===== src/rtl/keccak_pkg.sv =====
// Shared types and constants for the Keccak/SHAKE sampler slice.
package keccak_pkg;

   localparam int unsigned KECCAK_WORD_W = 64;
   localparam int unsigned ARB_NREQ_MAX  = 4;
   localparam int unsigned ARB_IDX_W     = 2;

   typedef enum logic [1:0] {
      IDLE,
      FLUSH,
      GRANT
   } arb_state_t;

endpackage


===== src/rtl/rr_arbiter.sv =====
// Combinational round-robin pick: the search starts just after the previous winner.
module rr_arbiter
   import keccak_pkg::*;
#(
   parameter int unsigned NREQ = 2
) (
   input  logic [NREQ-1:0]      req,
   input  logic [ARB_IDX_W-1:0] last,
   output logic [NREQ-1:0]      win,
   output logic                 any
);

   // Walk offsets from lowest to highest priority; the last hit (smallest offset) wins.
   always_comb begin
      win = '0;
      for (int off = int'(NREQ) - 1; off >= 0; off--) begin
         for (int k = 0; k < int'(NREQ); k++) begin
            if (req[k] && (k == ((int'(last) + 1 + off) % int'(NREQ)))) begin
               win    = '0;
               win[k] = 1'b1;
            end
         end
      end
   end

   assign any = |req;

endmodule


===== src/rtl/keccak_arbiter.sv =====
// Message-granular round-robin arbiter sharing one SHAKE core between NREQ requesters.
module keccak_arbiter
   import keccak_pkg::*;
#(
   parameter int unsigned NREQ  = 2,
   parameter int unsigned CNT_W = 16
) (
   input  logic                            clk,
   input  logic                            rst,
   input  logic [NREQ-1:0]                 req,
   output logic [NREQ-1:0]                 gnt,
   output logic                            busy,
   input  logic [NREQ-1:0]                 src_ready,
   output logic [NREQ-1:0]                 src_read,
   input  logic [KECCAK_WORD_W*NREQ-1:0]   din,
   input  logic [NREQ-1:0]                 dst_ready,
   output logic [NREQ-1:0]                 dst_write,
   output logic [KECCAK_WORD_W-1:0]        dout,
   output logic                            core_rst,
   output logic                            core_src_ready,
   input  logic                            core_src_read,
   output logic [KECCAK_WORD_W-1:0]        core_din,
   output logic                            core_dst_ready,
   input  logic                            core_dst_write,
   input  logic [KECCAK_WORD_W-1:0]        core_dout,
   output logic [CNT_W-1:0]                in_cnt,
   output logic [CNT_W-1:0]                out_cnt,
   output logic                            drop_err
);

   arb_state_t             state_q, state_d;
   logic [NREQ-1:0]        gnt_q, gnt_d;
   logic [ARB_IDX_W-1:0]   last_q, last_d;
   logic [CNT_W-1:0]       in_cnt_q, in_cnt_d;
   logic [CNT_W-1:0]       out_cnt_q, out_cnt_d;
   logic                   core_rst_q;
   logic                   drop_err_q, drop_err_d;
   logic [NREQ-1:0]        win;
   logic                   any;

   rr_arbiter #(
      .NREQ (NREQ)
   ) u_rr_arbiter (
      .req  (req),
      .last (last_q),
      .win  (win),
      .any  (any)
   );

   always_comb begin
      state_d    = state_q;
      gnt_d      = gnt_q;
      last_d     = last_q;
      in_cnt_d   = in_cnt_q;
      out_cnt_d  = out_cnt_q;
      drop_err_d = drop_err_q | (core_dst_write && (state_q != GRANT));
      unique case (state_q)
         IDLE: begin
            if (any) begin
               state_d   = FLUSH;
               gnt_d     = win;
               in_cnt_d  = '0;
               out_cnt_d = '0;
               for (int k = 0; k < int'(NREQ); k++) begin
                  if (win[k]) last_d = ARB_IDX_W'(k);
               end
            end
         end
         FLUSH: begin
            state_d = GRANT;
         end
         GRANT: begin
            if (core_src_read && (in_cnt_q != '1)) in_cnt_d = in_cnt_q + 1'b1;
            if (core_dst_write && (out_cnt_q != '1)) out_cnt_d = out_cnt_q + 1'b1;
            // Owner releases by dropping its own request; other requests are ignored here.
            if (!(|(req & gnt_q))) begin
               state_d = IDLE;
               gnt_d   = '0;
            end
         end
         default: begin
            state_d = IDLE;
            gnt_d   = '0;
         end
      endcase
   end

   always_ff @(posedge clk or negedge rst) begin
      if (!rst) begin
         state_q    <= IDLE;
         gnt_q      <= '0;
         last_q     <= ARB_IDX_W'(NREQ - 1);
         in_cnt_q   <= '0;
         out_cnt_q  <= '0;
         core_rst_q <= 1'b1;
         drop_err_q <= 1'b0;
      end else begin
         state_q    <= state_d;
         gnt_q      <= gnt_d;
         last_q     <= last_d;
         in_cnt_q   <= in_cnt_d;
         out_cnt_q  <= out_cnt_d;
         core_rst_q <= (state_d == FLUSH);
         drop_err_q <= drop_err_d;
      end
   end

   // Zero-latency pass-through for the owner; everything is gated outside GRANT.
   always_comb begin
      core_src_ready = 1'b0;
      core_dst_ready = 1'b0;
      core_din       = '0;
      dout           = '0;
      src_read       = '0;
      dst_write      = '0;
      if (state_q == GRANT) begin
         dout = core_dout;
         for (int k = 0; k < int'(NREQ); k++) begin
            if (gnt_q[k]) begin
               core_src_ready = src_ready[k];
               core_din       = din[k*KECCAK_WORD_W +: KECCAK_WORD_W];
               core_dst_ready = dst_ready[k];
               src_read[k]    = core_src_read;
               dst_write[k]   = core_dst_write;
            end
         end
      end
   end

   assign gnt      = gnt_q;
   assign busy     = (state_q != IDLE);
   assign core_rst = core_rst_q;
   assign in_cnt   = in_cnt_q;
   assign out_cnt  = out_cnt_q;
   assign drop_err = drop_err_q;

endmodule


===== config.mk =====
export PLATFORM = sky130hd
export DESIGN_NAME = keccak_arbiter
export DESIGN_NICKNAME = d
export VERILOG_FILES = /design/src/rtl/keccak_pkg.sv /design/src/rtl/rr_arbiter.sv /design/src/rtl/keccak_arbiter.sv
export SDC_FILE = /design/constraint.sdc
export NUM_CORES = 1
export LEC_CHECK = 0
export ABC_AREA = 1
export CELL_PAD_IN_SITES_DETAIL_PLACEMENT = 1
export CELL_PAD_IN_SITES_GLOBAL_PLACEMENT = 1
export CORE_UTILIZATION = 18
export DETAILED_ROUTE_END_ITERATION = 10
export GPL_TIMING_DRIVEN = 1
export PLACE_DENSITY_LB_ADDON = 0.2
export SYNTH_ARGS = -nofsm -noshare
export SYNTH_HDL_FRONTEND = slang
export SYNTH_SLANG_ARGS = --single-unit

===== constraint.sdc =====
create_clock -name clk -period 2 [get_ports clk]
set_input_delay 0.2 -clock clk [delete_from_list [all_inputs] [get_ports clk]]
set_output_delay 0.2 -clock clk [all_outputs]
set_load 0.01 [all_outputs]

==> results.rst, run 1 <==
.. list-table::
   :header-rows: 1

   * - Metric
     - Value
   * - Worst hold-check path type
     - in -> async
   * - DRT Wirelength
     - about 24000 um
   * - Average via count per standard cell
     - between 4 and 5
   * - Required time at the endpoint of the critical path
     - ~1800 ps
   * - Area of the core
     - between 20000 and 25000 sq um
   * - Proportion of total power due to net switching
     - 0.474
   * - DRC viols
     - 0
   * - Height of the die
     - 148 um
   * - Clock transition at the registers of the reported paths
     - ~60 ps
   * - Clk Latency, worst-skew pair
     - ~290 ps
   * - Hold violation total from the final report
     - 0
   * - Dominant cells by area after synthesis
     - nand2_1 24%, dfrtp_1 24%, nor2_1 12%
   * - Crit-path max FO
     - 21
   * - Number of global-route vias before repair
     - around 6000
   * - Area delta synth->final
     - 113%
   * - Number of flip-flops and latches in the synthesized netlist
     - 39
   * - # H-tree levels
     - 2
   * - Number of I/O pins
     - around 370
   * - Bufs on Longest Clock Path
     - 2
   * - Warnings from Yosys
     - 0
   * - Total via count after detailed routing
     - between 5000 and 6000
   * - Worst Tran Pin Value
     - just under 600 ps
   * - Total placed cells including tap cells
     - between 1000 and 1500
   * - Number of clock sinks seen by CTS
     - 39
   * - Clock tree from TritonCTS
     - yes
   * - CP startpoint kind
     - register
   * - Grt total ovfl
     - 0
   * - Number of distinct standard cells referenced by the synthesized netlist
     - 35
   * - Count of antenna-violating nets left after detailed routing
     - 0
   * - Top routing layer in use
     - met5
   * - Worst-path cell chain
     - inv_1, nor2_4, buf_4, buf_16, nand2_1, a21oi_1, dlygate4sd2_1
   * - MaxCap Viol Count
     - 0
   * - Highest Clock Rate
     - about 0.53 GHz
   * - Final core utilization
     - 0.392
   * - Cell area after synthesis
     - 3860 sq um
   * - Kind of cell with the highest combined delay on the critical path
     - buffers and inverters
   * - Die outline width
     - roughly 150 um
   * - Area fraction of the dominant cell type after synthesis
     - 0.243
   * - Final std cells w/o fill
     - approximately 1400
   * - Total of endpoints with negative setup slack in the final report
     - 0
   * - Number of nets in the layout
     - ~1300
   * - Layout filler cell count
     - between 2000 and 3000
   * - Worst-case vdd ir drop
     - slightly below 400 uV
   * - Total Routing Usage GR
     - 0.207
   * - Iteration count of the initial detailed-routing pass
     - 4
   * - Global-route wire length before repair
     - around 35000 um
   * - Slowest cell on the critical path
     - dfrtp_1
   * - Share of the yosys chip area belonging to registers
     - 0.254
   * - Data arrival time at the worst-slack endpoint
     - about 1700 ps
   * - Layout Cell Area excl Fill
     - 8240 sq um
   * - RSZ-0062 raised after global routing
     - no
   * - R2R Path Start
     - out_cnt[1]$_DFFE_PN0P_
   * - Synth Net Count
     - 913
   * - Sum of negative setup slack
     - 0 ps
   * - Combinational group share of total power
     - 0.734
   * - Setup slack on the worst flop-to-flop path
     - 220 ps
   * - Terminus of the critical flop-to-flop path
     - out_cnt[10]$_DFFE_PN0P_
   * - Effective utilization at floorplan
     - 0.184
   * - Share of synthesized area spent on multiplexers
     - 0
   * - Final worst-path cycle share
     - 0.949
   * - Instance count of the mapped netlist
     - roughly 710
   * - Routed met1 length
     - 9680 um
   * - Worst setup timing slack at the placement stage
     - -110 ps
   * - Clk pwr share
     - 0.118
   * - Highest cell delay on the worst timing path
     - ~370 ps
   * - Min Clock Period, post-route
     - approximately 1900 ps
   * - Int Power
     - about 3600 uW
   * - Max-slew headroom at the worst pin
     - 0.611
   * - Average footprint of a synthesized cell
     - 5.44 sq um
   * - First-iteration detailed-routing DRC count
     - 128
   * - Number of antenna violations at the first check in global routing
     - 1
   * - Endpoint class of the critical path
     - output pin
   * - Number of pins with negative max-slew slack in the final report
     - 0
   * - Worst Path Class, Setup
     - reg -> out
   * - Yosys top cell by area
     - nand2_1
   * - Main combinational cell family by area after synthesis
     - simple AND/OR/NAND/NOR gates
   * - Status
     - finished clean
   * - Sequential power share
     - 0.148
   * - Cell Area, Placed
     - roughly 8000 sq um
   * - Met3 wire length
     - around 1300 um
   * - Maximum number of pins on one net before global-route repair
     - 70
   * - Cell at the root of the clock tree
     - clkbuf_16
   * - CTS buffer count
     - 5
   * - Final WS setup
     - 102 ps
   * - Adder and majority cell fraction of the synthesized area
     - 0.00649
   * - Net switching power of the design
     - roughly 3200 uW
   * - Clock Skews
     - between 6 and 7 ps
   * - Buffers & Inverters on Critical Path
     - 4
   * - Power density over the cells
     - between 800 and 900 nW/um^2
   * - Fraction of the mapped netlist area in compound gates
     - 0.139
   * - Worst Reg-to-Reg Cells
     - 10
   * - Die Area
     - ~22000 sq um
   * - Routed wirelength normalized by instance count
     - 17.4 um
   * - Dpl hpwl
     - between 15000 and 20000 um
   * - WL met2
     - 12400 um
   * - Proportion of layout cells with a drive suffix above 1
     - 0.0752
   * - Leak
     - between 0.004 and 0.005 uW
   * - # port buffers
     - between 300 and 400
   * - GP Congestion
     - 0.845
   * - Diode count
     - 0
   * - Xor/xnor cell area share of the yosys netlist
     - 0.00454
   * - Cell row count
     - 53
   * - Synthesized-area fraction occupied by and/or/nand/nor cells
     - 0.451
[power groups by stage]
stage               Clock (uW)  Combinational [uW]  Sequential (uW)
finish                     802                4970             1000
global route               860                5410             1010
CTS                        827                4990             1000
detailed placement           0                5020             1000
global placement             0                4990              996
floorplan                    0                2170             1020
[how the worst max path moves through the flow]
stage                                  start  cells after the start                     to
after global routing      gnt[0]$_DFFE_PN0P_                      7           core_din[49]
after CTS                 gnt[1]$_DFFE_PN0P_                      4           dst_write[1]
after floorplan           gnt[1]$_DFFE_PN0P_                      6           core_din[23]
after global placement         core_src_read                      7  in_cnt[3]$_DFFE_PN0P_
final                     gnt[0]$_DFFE_PN0P_                      7           core_din[39]
after detailed placement       core_src_read                      7  in_cnt[5]$_DFFE_PN0P_
[cell families after synthesis]
kind of cell / Yosys count
compound gates: 99
xor+xnor: 2
fa+ha+maj: 2
buf+inv: 136
flops: 39
simple gates: 431
[metrics by stage]
stage          power (uW)  hold slack [ps]
2_1_floorplan        3190            -95.6
3_3_place_gp         5990              244
3_5_place_dp         6030              249
4_1_cts              6820              467
5_1_grt              7280              518
6_report             6770              444
[synthesized netlist by cell type (all sizes together)]
library cell  instances
nand2               255
nor2                127
inv                 100
a21oi                72
dfrtp                37
nand3                36
buf                  24
o21ai                16
clkbuf               12
nand4                 6
nor3                  5
o21bai                5
dfstp                 2
ha                    2
o211ai                2
xor2                  2
a21boi                1
a31oi                 1
nand3b                1
o21a                  1
o22ai                 1
or2                   1
[per-layer routing]
metal / GRT usage / vias to the layer above
li1: - / 2930
met1: 0.244 / 2755
met2: 0.386 / 172
met3: 0.0402 / 20
met4: 0.0418 / 2
met5: 0 / -
[sequential cells by signal, indices dropped and copies added, names as in the netlist]
register  cells
in_cnt       16
out_cnt      16
last_q        1
gnt           2
drop_err      1
state_q       2
core_rst      1
[cell type report]
cell class              instances  area [sq um]  area share
clock buffers                   6           129      0.0156
clock inverters                 2          12.5     0.00152
inverters                     100           378      0.0459
multi-input cells             535          2360       0.287
flip-flops and latches         39           981       0.119
well taps                     275           344      0.0418
repair buffers                408          4030       0.489
[timing repair]
action / 4_1_cts / 5_1_grt
endpoints found under the hold margin: 19 / 0
gates cloned: 4 / 1
endpoints found under the setup margin: 122 / 23
pin swaps: 1 / 0
buffers inserted: 3 / 2
hold buffers: 1 / 0
gates resized for setup: 135 / 30
[layout by cell type (no fill, tap or decap), types with 2 or more instances in the layout]
| cell | synthesis | routed |
|---|---|---|
| nand2_4 | 2 | 2 |
| o21bai_1 | 5 | 5 |
| clkbuf_2 | 0 | 7 |
| dfstp_2 | 2 | 2 |
| o21ai_1 | 6 | 6 |
| clkdlybuf4s15_1 | 0 | 5 |
| nand3_1 | 36 | 36 |
| nand2_2 | 3 | 3 |
| inv_2 | 3 | 5 |
| dfrtp_1 | 37 | 35 |
| nand2_1 | 250 | 250 |
| nor2_1 | 120 | 115 |
| nand4_1 | 5 | 5 |
| clkbuf_16 | 0 | 6 |
| o21ai_0 | 9 | 9 |
| dfrtp_2 | 0 | 2 |
| a21oi_1 | 71 | 71 |
| xor2_1 | 2 | 2 |
| dlygate4sd2_1 | 0 | 111 |
| buf_16 | 0 | 2 |
| nor3_1 | 4 | 4 |
| buf_12 | 0 | 6 |
| nor2_2 | 7 | 10 |
| bufbuf_16 | 0 | 2 |
| dlymetal6s2s_1 | 0 | 11 |
| inv_1 | 96 | 94 |
| nor2_4 | 0 | 2 |
| ha_1 | 2 | 2 |
| clkdlybuf4s50_1 | 0 | 237 |
| o211ai_1 | 2 | 2 |
| buf_4 | 1 | 23 |
Note: power is estimated with default switching activity, not from simulation.
==> run 2: changes to the inputs <==
Settings changed: CORE_MARGIN set to 5.
==> results.rst, run 2 (synthesized netlist as in run 1, its figures left out) <==
.. list-table::
   :header-rows: 1

   * - Metric
     - Value
   * - Dpl hpwl
     - 20200 um
   * - Layout filler cell count
     - 2741
   * - DRT Wirelength
     - between 20000 and 25000 um
   * - Average via count per standard cell
     - approximately 4.3
   * - Total via count after detailed routing
     - around 6000
   * - Bufs on Longest Clock Path
     - 2
   * - Cell Area, Placed
     - about 8000 sq um
   * - Total of endpoints with negative setup slack in the final report
     - 0
   * - Sequential power share
     - 0.146
   * - Final std cells w/o fill
     - between 1000 and 1500
   * - DRC viols
     - 0
   * - Iteration count of the initial detailed-routing pass
     - 6
   * - Die outline width
     - between 150 and 200 um
   * - Clock Skews
     - ~12 ps
   * - Maximum number of pins on one net before global-route repair
     - 70
   * - Grt total ovfl
     - 0
   * - Proportion of layout cells with a drive suffix above 1
     - 0.0966
   * - Cell at the root of the clock tree
     - clkbuf_16
   * - Hold violation total from the final report
     - 0
   * - Final worst-path cycle share
     - 0.967
   * - Critical Path Start
     - state_q[0]$_DFF_PN0_
   * - Worst hold slack across all endpoints
     - about 300 ps
   * - Clock transition at the registers of the reported paths
     - 70 ps
   * - Clk pwr share
     - 0.140
   * - Leading cell types in the layout, fill and taps excluded
     - 249 x nand2_1, 238 x clkdlybuf4s50_1, 116 x nor2_1
   * - Min Clock Period, post-route
     - 1930 ps
   * - Int Power
     - 3710 uW
   * - Net switching power of the design
     - between 3000 and 4000 uW
   * - RSZ-0062 raised after global routing
     - no
   * - Status
     - finished clean
   * - Worst-path cell chain
     - inv_2, nand2_8, buf_12, nor2_1, clkdlybuf4s50_1
   * - Effective utilization at floorplan
     - 0.183
   * - Area delta synth->final
     - 113%
   * - # H-tree levels
     - 2
   * - Leak
     - between 0.004 and 0.005 uW
   * - Worst Reg-to-Reg Cells
     - 10
   * - Routed wirelength normalized by instance count
     - roughly 18 um
   * - CP startpoint kind
     - register
   * - Number of I/O pins
     - about 370
   * - Worst Tran Pin Value
     - 584 ps
   * - Max-slew headroom at the worst pin
     - 0.610
   * - Clk Latency, worst-skew pair
     - about 290 ps
   * - Die Area
     - between 20000 and 25000 sq um
   * - Worst Path Class, Setup
     - reg -> out
   * - Total Routing Usage GR
     - 0.188
   * - Worst hold-check path type
     - in -> async
   * - Endpoint class of the critical path
     - output pin
   * - Setup slack on the worst flop-to-flop path
     - 230 ps
   * - Combinational group share of total power
     - 0.714
   * - Height of the die
     - between 150 and 200 um
   * - Count of antenna-violating nets left after detailed routing
     - 0
   * - Number of pins with negative max-slew slack in the final report
     - 0
   * - Sum of negative setup slack
     - 0 ps
   * - Worst-case vdd ir drop
     - between 300 and 400 uV
   * - Clock tree from TritonCTS
     - yes
   * - R2R Path Start
     - in_cnt[0]$_DFFE_PN0P_
   * - Total placed cells including tap cells
     - ~1300
   * - Number of antenna violations at the first check in global routing
     - 0
   * - Overall Power
     - 6880 uW
   * - Layout Cell Area excl Fill
     - 8220 sq um
   * - Power density over the cells
     - approximately 840 nW/um^2
   * - Global-route wire length before repair
     - 35900 um
   * - MaxCap Viol Count
     - 0
   * - Proportion of total power due to net switching
     - 0.461
   * - GP Congestion
     - a little over 0.8
   * - Highest Clock Rate
     - between 0.5 and 0.6 GHz
   * - Area of the core
     - 21100 sq um
   * - Terminus of the critical flop-to-flop path
     - in_cnt[15]$_DFFE_PN0P_
   * - # port buffers
     - between 300 and 400
   * - Number of global-route vias before repair
     - slightly below 6000
   * - First-iteration detailed-routing DRC count
     - between 200 and 250
   * - Data arrival time at the worst-slack endpoint
     - approximately 1700 ps
   * - Required time at the endpoint of the critical path
     - 1800 ps
   * - Diode count
     - 0
   * - Most frequent standard cell in the layout excluding fill and tap cells
     - nand2_1
   * - CTS buffer count
     - 5
   * - Number of nets in the layout
     - 1290
   * - Slowest cell on the critical path
     - clkdlybuf4s50_1
   * - Crit-path max FO
     - 14
   * - Cell row count
     - 53
   * - Highest cell delay on the worst timing path
     - 540 ps
   * - CP endpoint
     - dout[44]
   * - Number of clock sinks seen by CTS
     - 39
==> run 2: worst min-delay path by stage <==
| stage | from | endpoint | slack, ps | cells after the start |
|---|---|---|---|---|
| 2_1_floorplan | rst | drop_err$_DFF_PN0_ | -100 | 0 |
| 3_3_place_gp | rst | in_cnt[9]$_DFFE_PN0P_ | 80 | 1 |
| 3_5_place_dp | rst | in_cnt[9]$_DFFE_PN0P_ | 80 | 1 |
| 4_1_cts | rst | in_cnt[9]$_DFFE_PN0P_ | 300 | 2 |
| 5_1_grt | rst | in_cnt[9]$_DFFE_PN0P_ | 320 | 2 |
| 6_report | rst | in_cnt[9]$_DFFE_PN0P_ | 300 | 2 |
==> run 2: timing repair <==
| action | CTS | global route |
|---|---|---|
| resized for setup | 140 | 70 |
| buffers inserted | 3 | 0 |
| endpoints found under the hold margin | 5 | 0 |
| cloned | 4 | 0 |
| hold buffers | 1 | 0 |
| pin swaps | 1 | 0 |
| endpoints found under the setup margin | 129 | 52 |
==> run 2: stage by stage <==
step,worst slack (ps),util
2_1_floorplan,470,-
6_report,66.5,0.390
3_5_place_dp,-92.4,0.381
5_1_grt,0.0968,0.390
4_1_cts,-0.224,0.393
3_3_place_gp,7.16,0.381
==> run 2: worst max-delay path, delay by kind of cell, from the launching register on <==
kind                   cells  cell delay [ps]
buffers and inverters      3              830
DFF                        1              400
and+or+nand+nor            2              210
==> run 2: area by class of cell <==
cell class	count	area [sq um]	share of cell area
timing repair buffer	406	3980	0.484
inverter	100	378	0.0459
sequential	39	981	0.119
clock buffer	6	139	0.0169
multi-input combinational	534	2370	0.288
tap	275	344	0.0418
clock inverter	2	35.0	0.00426
==> run 2: power by group through the flow <==
stage	Clock [uW]	Combinational, uW	Sequential (uW)
2_1_floorplan	0	2170	1020
3_3_place_gp	0	4970	1000
3_5_place_dp	0	4990	1010
4_1_cts	987	5070	1000
5_1_grt	1010	5380	1020
6_report	963	4920	1010
==> run 2: per-layer routing <==
metal	routed length (um)	share of wire	track usage	up-vias
met5	0	0	0	-
met4	372	0.015	0.0355	0
met3	1810	0.073	0.0434	23
met2	12800	0.51	0.349	208
met1	9880	0.40	0.220	2693
li1	-	-	-	2918
